### src/rtl/f_pc_seq_pkg.sv
// Shared constants for the fetch-stage next-PC sequencer: default boot and
// exception vectors, FSM state encodings, and the sequential-PC helper.
package f_pc_seq_pkg;

   localparam logic [31:0] RESET_PC_DEF = 32'h0000_3000;
   localparam logic [31:0] EXC_PC_DEF   = 32'h0000_4180;

   localparam logic [1:0] ST_BOOT = 2'd0;
   localparam logic [1:0] ST_RUN  = 2'd1;
   localparam logic [1:0] ST_PEND = 2'd2;

   // Fall-through fetch address; wraps modulo 2^32.
   function automatic logic [31:0] seq_pc(input logic [31:0] addr);
      return addr + 32'd4;
   endfunction

endpackage

### src/rtl/f_pc_seq.sv
// Next-PC sequencer for the fetch stage. It selects the next PC from the
// exception vector, the ERET return address, a live or buffered branch
// redirect, or the sequential PC. A redirect that arrives while F/D is
// frozen is held in pend_tgt and replayed on the first unstalled cycle.
module f_pc_seq
   import f_pc_seq_pkg::*;
#(
   parameter logic [31:0] RESET_PC = RESET_PC_DEF,
   parameter logic [31:0] EXC_PC   = EXC_PC_DEF
) (
   input  logic        clk,
   input  logic        reset,
   input  logic [31:0] pc,
   input  logic        stall,
   input  logic        br_valid,
   input  logic [31:0] br_target,
   input  logic        exc_req,
   input  logic        eret_req,
   input  logic [31:0] epc,
   output logic [31:0] npc,
   output logic        pwe,
   output logic        req,
   output logic        eret,
   output logic        pend
);

   logic [1:0]  state_q, state_d;
   logic [31:0] pend_tgt_q, pend_tgt_d;
   logic        redirect_force;

   assign redirect_force = exc_req | eret_req;

   // Next-state logic; an exception or ERET in the same cycle discards any
   // stalled redirect, both at capture time and while it is held.
   always_comb begin
      state_d    = state_q;
      pend_tgt_d = pend_tgt_q;
      case (state_q)
         ST_BOOT: state_d = ST_RUN;
         ST_RUN: begin
            if (br_valid && stall && !redirect_force) begin
               state_d    = ST_PEND;
               pend_tgt_d = br_target;
            end
         end
         ST_PEND: begin
            // br_valid is ignored here: the frozen D stage re-presents the
            // same branch every cycle until the stall clears.
            if (!stall || redirect_force) state_d = ST_RUN;
         end
         default: state_d = ST_BOOT;
      endcase
   end

   // Mealy output selection in priority order; outputs are forced to their
   // idle values while reset is held low.
   always_comb begin
      npc  = seq_pc(pc);
      pwe  = !stall;
      req  = 1'b0;
      eret = 1'b0;
      pend = (state_q == ST_PEND);
      if (exc_req) begin
         npc = EXC_PC;
         req = 1'b1;
         pwe = 1'b1;
      end else if (eret_req) begin
         npc  = seq_pc(epc);
         eret = 1'b1;
         pwe  = 1'b1;
      end else if (state_q == ST_BOOT) begin
         npc = RESET_PC;
         pwe = 1'b0;
      end else if (state_q == ST_PEND && !stall) begin
         npc = pend_tgt_q;
         pwe = 1'b1;
      end else if (state_q == ST_RUN && br_valid && !stall) begin
         npc = br_target;
         pwe = 1'b1;
      end
      if (!reset) begin
         npc  = RESET_PC;
         pwe  = 1'b0;
         req  = 1'b0;
         eret = 1'b0;
         pend = 1'b0;
      end
   end

   // State and buffered-target registers with synchronous active-low reset.
   always_ff @(posedge clk) begin
      if (!reset) begin
         state_q    <= ST_BOOT;
         pend_tgt_q <= 32'd0;
      end else begin
         state_q    <= state_d;
         pend_tgt_q <= pend_tgt_d;
      end
   end

endmodule

### config.mk
export PLATFORM = sky130hd
export DESIGN_NAME = f_pc_seq
export DESIGN_NICKNAME = d
export VERILOG_FILES = /design/src/rtl/f_pc_seq_pkg.sv /design/src/rtl/f_pc_seq.sv
export SDC_FILE = /design/constraint.sdc
export NUM_CORES = 1
export LEC_CHECK = 0
export CAP_MARGIN = 20
export CORE_MARGIN = 10
export CORE_UTILIZATION = 49
export DETAILED_ROUTE_END_ITERATION = 16
export GPL_ROUTABILITY_DRIVEN = 0
export PLACE_DENSITY_LB_ADDON = 0.08
export SYNTH_ARGS = -nofsm -noshare
export SYNTH_HDL_FRONTEND = slang
export SYNTH_SLANG_ARGS = --single-unit
### constraint.sdc
create_clock -name clk -period 7.9 [get_ports clk]
set_clock_uncertainty 0.1 [all_clocks]
set_input_delay 1.58 -clock clk [delete_from_list [all_inputs] [get_ports clk]]
set_output_delay 1.58 -clock clk [all_outputs]
set_load 0.05 [all_outputs]
==> flow_summary.ini, run 1 <==
[global_routing]
grt_first_pass_wirelength_um = 23600
grt_use_total = 0.249
grt_overflow = 0
grt_max_degree = 33
grt_pass1_vias = 4657
antenna_found_initial = 0

[final_layout]
final_area_um2 = 5220
utilization = 0.715
fin_nets = 757
layout_commonest_cell = clkdlybuf4s50_1
n_fill_cell = 665
area_delta_synth_final_pct = 41.2
final_cell_mix = clkdlybuf4s50_1 (137), nand2_1 (108), dfxtp_1 (34), a21boi_0 (32), o21ai_0 (28)
diodes = 0
drive_above_1_share = 0.0428
finalNonFillerCells = 753

[clock_tree]
holdBufCountCts = 0
cts_tree = yes
clk_path_buf_depth = 2
root_buffer = clkbuf_8
clk_pin_slew_ns = 0.07
cts_resized = 0
postCtsSetupRepairBufs = 0
cts_sinks = 34
clk_latency_ns = 0.29
htreeDepth = 2
cts_buffers = 5

[setup_path]
path_buf_inv = 4
critPathSlowestCell = clkdlybuf4s50_1
setup.worst_path.end_class = output port
path_cells = clkdlybuf4s50_1 > buf_4 > nand2_1 > or2_2 > inv_1 > o21ai_0 > o211ai_1 > clkdlybuf4s50_1
required_ns = 6.22
startpoint_type = input port
arrival_ns = 5.14
critPathKind = in2out
path_delay_family = buffers and inverters
crit_path_max_fanout = 29
critPathMaxStageDelay_ns = 0.86
crit_top_cell = clkdlybuf4s50_1

[power]
power.share.combinational = 0.383
switchingPower_mw = 0.190
powerDensity_nw_per_um2 = 106
p_leak_nw = 1.72
pwr-share-seq = 0.319
p_int_mw = 0.362
switching_share = 0.344
clkPwrFrac = 0.298
ir_drop_v = 0.0000870

[yosys]
ys_types = 58
ys_warn_count = 0
ys.flop_type = dfxtp_1
ys_seq_area_frac = 0.184
synthCells = 544
syn_nets = 648
syn_area_um2 = 3690
async_flop_share = 0
syn_area_per_cell_um2 = 6.79
synth-edff-count = 0
ys_ff_latch = 34

[drt]
drt_iter0_markers = 398
drc = 0
drtPass1Iterations = 5
vias_per_cell = 6.40
routed_wl_um = 15000
routedWlPerCell_um = 20.0
drtAntennaViolNets = 0
vias = 4817

[timing]
worstMarginPinSlew_ns = 0.997
fin_ws_ns = 1.08
fmax_mhz = 147
hold_viol = 0
min_period_over_period = 0.864
fin_setup_tns_ns = 0
relSlewSlack = 0.332
drv_slew = 0
period_needed_ns = 6.82
setup_viol = 0
grt_setup_unrepaired = false

[die]
rows = 31
die_area_um2 = 11400
core_area_um2 = 7290
start_util = 0.507
ios = 138
die_h_um = 107
die_width_um = 107

[place]
port_buffers = 137
dp_cells = 743
placed_area_um2 = 5070
place_ws_ns = 1.16
dp_hpwl_um = 11400

[hold_path]
worstHoldPathType = reg2reg

[job]
max_cap_viol_count = 0

[status]
outcome = finished clean
[Yosys cell counts, types with 4 or more instances]
cell type | number | area [um^2]
or4_1 | 7 | 52.6
nor3_1 | 12 | 60.1
a21oi_1 | 19 | 95.1
xor2_1 | 15 | 131
xnor2_1 | 21 | 184
clkbuf_1 | 36 | 135
nor2_1 | 26 | 97.6
nand2b_1 | 4 | 25.0
nand2_1 | 108 | 405
a22oi_1 | 9 | 67.6
a31oi_1 | 9 | 56.3
a211oi_1 | 5 | 37.5
inv_1 | 11 | 41.3
a22o_1 | 8 | 70.1
a2bb2oi_1 | 7 | 61.3
nand4_1 | 20 | 125
and3_1 | 11 | 68.8
nor4_1 | 15 | 93.8
and4_1 | 9 | 78.8
nand3_1 | 23 | 115
a21boi_0 | 32 | 240
o21ai_0 | 28 | 140
o31a_1 | 8 | 70.1
dfxtp_1 | 34 | 681
o211ai_1 | 4 | 30.0
o31ai_1 | 6 | 45.0
[flip-flops by register name (all words and copies together), names as in the netlist]
register and count:
pend_tgt_q 32, state_q 2
[layout make-up]
class / instances / area (um^2) / share of cell area
clock buffers: 5 / 68.8 / 0.0132
inverters: 11 / 41.3 / 0.00792
flip-flops and latches: 34 / 681 / 0.131
repair buffers: 145 / 1460 / 0.279
clock inverters: 3 / 40.0 / 0.00768
multi-input cells: 456 / 2810 / 0.538
well taps: 99 / 124 / 0.0238
[power groups by stage]
stage	Sequential, mW	Clock (mW)	Combinational [mW]
2_1_floorplan	0.179	0	0.102
3_3_place_gp	0.180	0	0.204
3_5_place_dp	0.180	0	0.206
4_1_cts	0.176	0.164	0.208
5_1_grt	0.177	0.170	0.224
6_report	0.176	0.165	0.212
[logic make-up after synthesis]
kind of cell               count (synthesis)  synth area share
and+or+nand+nor                          257             0.354
AOI/OAI and AO/OA                        159             0.304
buffers and inverters                     54            0.0603
xor gates and xnor gates                  36            0.0854
DFF                                       34             0.184
muxes                                      2           0.00542
adders and majority gates                  2           0.00677
[worst reg2reg max path, delay by kind of cell, from the launching register on]
kind / cells / cell delay (ns)
buffers and inverters: 1 / 0.34
AO/OA/AOI/OAI: 1 / 0.17
AND/OR/NAND/NOR: 3 / 0.58
flip-flops: 1 / 0.59
[path summary, 6_finish.rpt]
check	startpoint	endpoint	slack [ns]	cells past startpoint
max	reset	npc[20]	1.08	8
min	pend_tgt_q[11]	pend_tgt_q[11]	0.37	2
max reg2reg	state_q[0]	pend_tgt_q[5]	6.04	5
min reg2reg	pend_tgt_q[11]	pend_tgt_q[11]	0.37	2
[metal layers]
layer,track usage,vias up,part of all wire
met1,0.310,2204,0.40
li1,-,2244,-
met5,0,-,0
met3,0.0641,30,0.12
met4,0.0716,0,0.023
met2,0.412,339,0.46
[stage by stage]
stage          power, mW  hold slack [ns]
6_report           0.553            0.366
5_1_grt            0.570            0.389
4_1_cts            0.548            0.365
3_5_place_dp       0.387            0.355
3_3_place_gp       0.385            0.347
2_1_floorplan      0.281            0.339
Power figures use the tool's default switching activity.
==> run 2, diff against run 1 <==
--- a/config.mk
+++ b/config.mk
@@ -9,8 +9,9 @@
 export CORE_MARGIN = 10
 export CORE_UTILIZATION = 49
 export DETAILED_ROUTE_END_ITERATION = 16
-export GPL_ROUTABILITY_DRIVEN = 0
+export HOLD_SLACK_MARGIN = 0.12
 export PLACE_DENSITY_LB_ADDON = 0.08
+export REMOVE_ABC_BUFFERS = 1
 export SYNTH_ARGS = -nofsm -noshare
 export SYNTH_HDL_FRONTEND = slang
 export SYNTH_SLANG_ARGS = --single-unit
==> flow_summary.ini, run 2 (synthesis results as in run 1) <==
[status]
outcome = finished clean

[place]
placed_area_um2 = 5120
place_congestion = 0.956
port_buffers = 137
dp_hpwl_um = 11600

[die]
core_area_um2 = 7290
die_width_um = 107
die_h_um = 107
start_util = 0.507
rows = 31
ios = 138
die_area_um2 = 11400

[final_layout]
largest_register = pend_tgt_q
final_area_um2 = 5230
drive_above_1_share = 0.0457
n_fill_cell = 638
diodes = 0
largest_reg_flops = 32
area_delta_synth_final_pct = 41.6
fin_nets = 759
final_cell_mix = clkdlybuf4s50_1 (137), nand2_1 (108), dfxtp_1 (34), a21boi_0 (32), o21ai_0 (28)
layout_commonest_cell = clkdlybuf4s50_1
top_regs = pend_tgt_q (32), state_q (2)

[timing]
period_needed_ns = 6.65
fmax_mhz = 150
min_period_over_period = 0.842
drv_slew = 0
relSlewSlack = 0.286
hold_viol = 0
grt_setup_unrepaired = false
setup_viol = 0
worstMarginPinSlew_ns = 1.07
fin_setup_tns_ns = 0

[power]
ir_drop_v = 0.0000672
p_leak_nw = 1.72
powerDensity_nw_per_um2 = 108

[drt]
drtAntennaViolNets = 0
drc = 0
drt_iter0_markers = 488
vias_per_cell = 6.37
drtPass1Iterations = 5
routed_wl_um = 15300
vias = 4806
routedWlPerCell_um = 20.3

[setup_path]
critPathMaxStageDelay_ns = 0.83
arrival_ns = 4.97
rrSetupSlack_ns = 5.98
crit_start = pc[2]
crit_path_max_fanout = 12
startpoint_type = input port
crit_top_cell = clkdlybuf4s50_1
setup.worst_path.end_class = output port
required_ns = 6.22
critPathKind = in2out
path_cells = clkdlybuf4s50_1 > ha_1 > and4_1 > nand4_1 > or4_1 > a21oi_1 > a2bb2oi_1 > clkdlybuf4s50_1
rr_worst_depth = 5
r2r-end = pend_tgt_q[30]
crit_cells = 8
crit_end = npc[24]
path_delay_family = simple AND/OR/NAND/NOR gates
critPathSlowestCell = clkdlybuf4s50_1
r2r_start = state_q[0]
path_buf_inv = 2

[global_routing]
grt_pass1_vias = 4746
antenna_found_initial = 0
use_met2 = 0.417
grt_max_degree = 33
grt_use_total = 0.258
grt_overflow = 0
busiest_layer = met2
use_met3 = 0.0916
grt_first_pass_wirelength_um = 24100
grt_use_met1 = 0.309

[clock_tree]
cts_tree = yes
clk_latency_ns = 0.31
holdBufCountCts = 0
clk_path_buf_depth = 2
cts_buffers = 5
cts_sinks = 34
postCtsSetupRepairBufs = 0
cts_resized = 0
root_buffer = clkbuf_8
clk_pin_slew_ns = 0.08
htreeDepth = 2

[hold_path]
worstHoldPathType = reg2reg
min_from = pend_tgt_q[20]

[job]
max_cap_viol_count = 0
-- run 2: changes by cell type in the layout (fill, tap and decap cells not counted), sizes merged --
| cell | change |
|---|---|
| clkinvlp | +2 |
| clkinv | -2 |
| buf | +2 |
-- run 2: worst min-delay path by stage --
stage | slack (ns) | cells past startpoint | end
finish | 0.37 | 2 | pend_tgt_q[20]
global route | 0.39 | 2 | pend_tgt_q[11]
CTS | 0.37 | 2 | pend_tgt_q[20]
detailed placement | 0.36 | 2 | pend_tgt_q[20]
global placement | 0.35 | 2 | pend_tgt_q[11]
floorplan | 0.34 | 2 | pend_tgt_q[11]
-- run 2: power by group --
group	total, mW	switching [mW]	leakage [nW]	internal (mW)
Combinational	0.212	0.116	1.40	0.0960
Sequential	0.176	0.00253	0.275	0.174
Clock	0.176	0.0820	0.0504	0.0940
-- run 2: layout make-up --
| class | instances | area [um^2] | area share |
|---|---|---|---|
| clock inverter | 3 | 45.0 | 0.00861 |
| timing repair buffer | 147 | 1470 | 0.280 |
| multi-input combinational | 456 | 2810 | 0.536 |
| clock buffer | 5 | 68.8 | 0.0132 |
| inverter | 11 | 41.3 | 0.00789 |
| tap | 99 | 124 | 0.0237 |
| sequential | 34 | 681 | 0.130 |
-- run 2: stage by stage --
step	std cells	hold slack, ns	util	total power [mW]	setup WS [ns]
6_report	755	0.366	0.717	0.564	1.25
5_1_grt	755	0.386	0.717	0.581	1.11
4_1_cts	755	0.366	0.717	0.559	1.30
3_5_place_dp	747	0.356	0.702	0.389	1.31
3_3_place_gp	746	0.348	0.698	0.386	1.40
2_1_floorplan	501	0.339	-	0.274	1.04
-- run 2: routing by layer --
layer  up-vias  share of wire
li1       2243              -
met3        35           0.12
met1      2229           0.40
met2       299           0.45
met5         -              0
met4         0          0.025
-- run 2: worst reg2reg max path, cell delays in order, from the launching register on --
cell and delay, ns:
dfxtp_1 0.58, nor2b_1 0.30, and2_1 0.17, buf_4 0.38
nand2_1 0.12, a21boi_0 0.19
==> run 3, diff against run 2 <==
--- a/config.mk
+++ b/config.mk
@@ -7,7 +7,7 @@
 export LEC_CHECK = 0
 export CAP_MARGIN = 20
 export CORE_MARGIN = 10
-export CORE_UTILIZATION = 49
+export CORE_UTILIZATION = 46
 export DETAILED_ROUTE_END_ITERATION = 16
 export HOLD_SLACK_MARGIN = 0.12
 export PLACE_DENSITY_LB_ADDON = 0.08
==> constraint.sdc (replaced) <==
create_clock -name clk -period 6.3 [get_ports clk]
set_clock_uncertainty 0.1 [all_clocks]
set_input_delay 1.26 -clock clk [delete_from_list [all_inputs] [get_ports clk]]
set_output_delay 1.26 -clock clk [all_outputs]
set_load 0.05 [all_outputs]
==> flow_summary.ini, run 3 (synthesis results as in run 1) <==
[hold_path]
hold_path_depth = 2
min_from = pend_tgt_q[11]
whs_endpoint = pend_tgt_q[11]
worstHoldPathType = reg2reg

[status]
outcome = finished clean

[timing]
drv_slew = 0
setup_viol = 0
fmax_mhz = 181
hold_viol = 0
grt_setup_unrepaired = false
worstMarginPinSlew_ns = 0.759
fin_ws_ns = 0.778
period_needed_ns = 5.52
min_period_over_period = 0.876
fin_setup_tns_ns = 0
relSlewSlack = 0.491

[final_layout]
final_cell_mix = clkdlybuf4s50_1 (121), nand2_1 (108), dfxtp_1 (34), a21boi_0 (32), buf_4 (32)
largest_reg_flops = 32
top_regs = pend_tgt_q (32), state_q (2)
n_fill_cell = 690
layout_commonest_cell = clkdlybuf4s50_1
diodes = 0
fin_nets = 766
largest_register = pend_tgt_q
drive_above_1_share = 0.0799
area_delta_synth_final_pct = 42.5

[die]
rows = 32
die_width_um = 110
ios = 138
die_h_um = 110
start_util = 0.476
core_area_um2 = 7770
die_area_um2 = 12000

[global_routing]
grt_max_degree = 29
grt_pass1_vias = 4709
grt_overflow = 0
antenna_found_initial = 0
grt_use_total = 0.258
grt_first_pass_wirelength_um = 24700

[power]
ir_drop_v = 0.000129
p_leak_nw = 1.80
powerDensity_nw_per_um2 = 142

[setup_path]
startpoint_type = input port
critPathSlowestCell = clkdlybuf4s50_1
path_cells = clkdlybuf4s50_1 > nand4bb_1 > buf_4 > nand2_1 > o2111ai_1 > a21oi_1 > clkdlybuf4s50_1
rrSetupSlack_ns = 4.07
crit_path_max_fanout = 11
r2r_start = state_q[0]
setup.worst_path.end_class = output port
critPathMaxStageDelay_ns = 0.84
crit_top_cell = clkdlybuf4s50_1
required_ns = 4.94
arrival_ns = 4.16
critPathKind = in2out
r2r-end = pend_tgt_q[18]
rr_worst_depth = 5

[job]
max_cap_viol_count = 0

[clock_tree]
clk_pin_slew_ns = 0.09
holdBufCountCts = 0
cts_sinks = 34
clk_latency_ns = 0.29
postCtsSetupRepairBufs = 0
htreeDepth = 2
cts_resized = 0
root_buffer = clkbuf_8
cts_buffers = 5
cts_tree = yes
clk_path_buf_depth = 2

[place]
port_buffers = 137
place_ws_ns = 0.842
place_congestion = 0.947
dp_hpwl_um = 12400

[drt]
routed_wl_um = 15900
vias_per_cell = 6.27
drc = 0
drt_iter0_markers = 441
drtPass1Iterations = 5
drtAntennaViolNets = 0
routedWlPerCell_um = 20.8
vias = 4798
==> run 3: worst max-delay path by stage <==
stage | from | endpoint | slack [ns] | cells after the start
after floorplan | stall | npc[22] | 0.08 | 3
after global placement | br_valid | npc[5] | 0.91 | 7
after detailed placement | br_valid | npc[5] | 0.84 | 7
after CTS | br_valid | npc[5] | 0.83 | 7
after global routing | br_valid | npc[5] | 0.63 | 7
final | br_valid | npc[5] | 0.78 | 7
==> run 3: per-layer routing <==
metal,share of wire,track usage
met5,0,0
met4,0.020,0.0753
met3,0.11,0.0690
met2,0.47,0.430
met1,0.40,0.318
==> run 3: layout make-up <==
cell class	count	area, um^2	area share
clock buffer	5	68.8	0.0131
clock inverter	3	68.8	0.0131
inverter	11	41.3	0.00784
multi-input combinational	456	2810	0.533
sequential	34	681	0.129
tap	102	128	0.0242
timing repair buffer	154	1470	0.280
==> run 3: worst max-delay path: cells and delay by family <==
kind,cells,cell delay (ns)
compound gates,2,0.30
buf+inv,3,1.88
simple gates,2,0.72
==> run 3: per-stage QoR <==
stage,util,power [mW],area (um^2),std cells,hold WS (ns)
CTS,0.678,0.746,5260,765,0.363
finish,0.678,0.746,5260,765,0.366
floorplan,-,0.344,3510,501,0.339
detailed placement,0.660,0.489,5130,757,0.351
global route,0.678,0.774,5260,765,0.386
global placement,0.660,0.487,5130,757,0.349
==> run 3: power by group <==
part	leakage, nW	switching [mW]	internal [mW]	total (mW)
registers	0.275	0.00312	0.218	0.221
clock network	0.0683	0.0988	0.159	0.258
logic	1.45	0.147	0.120	0.267
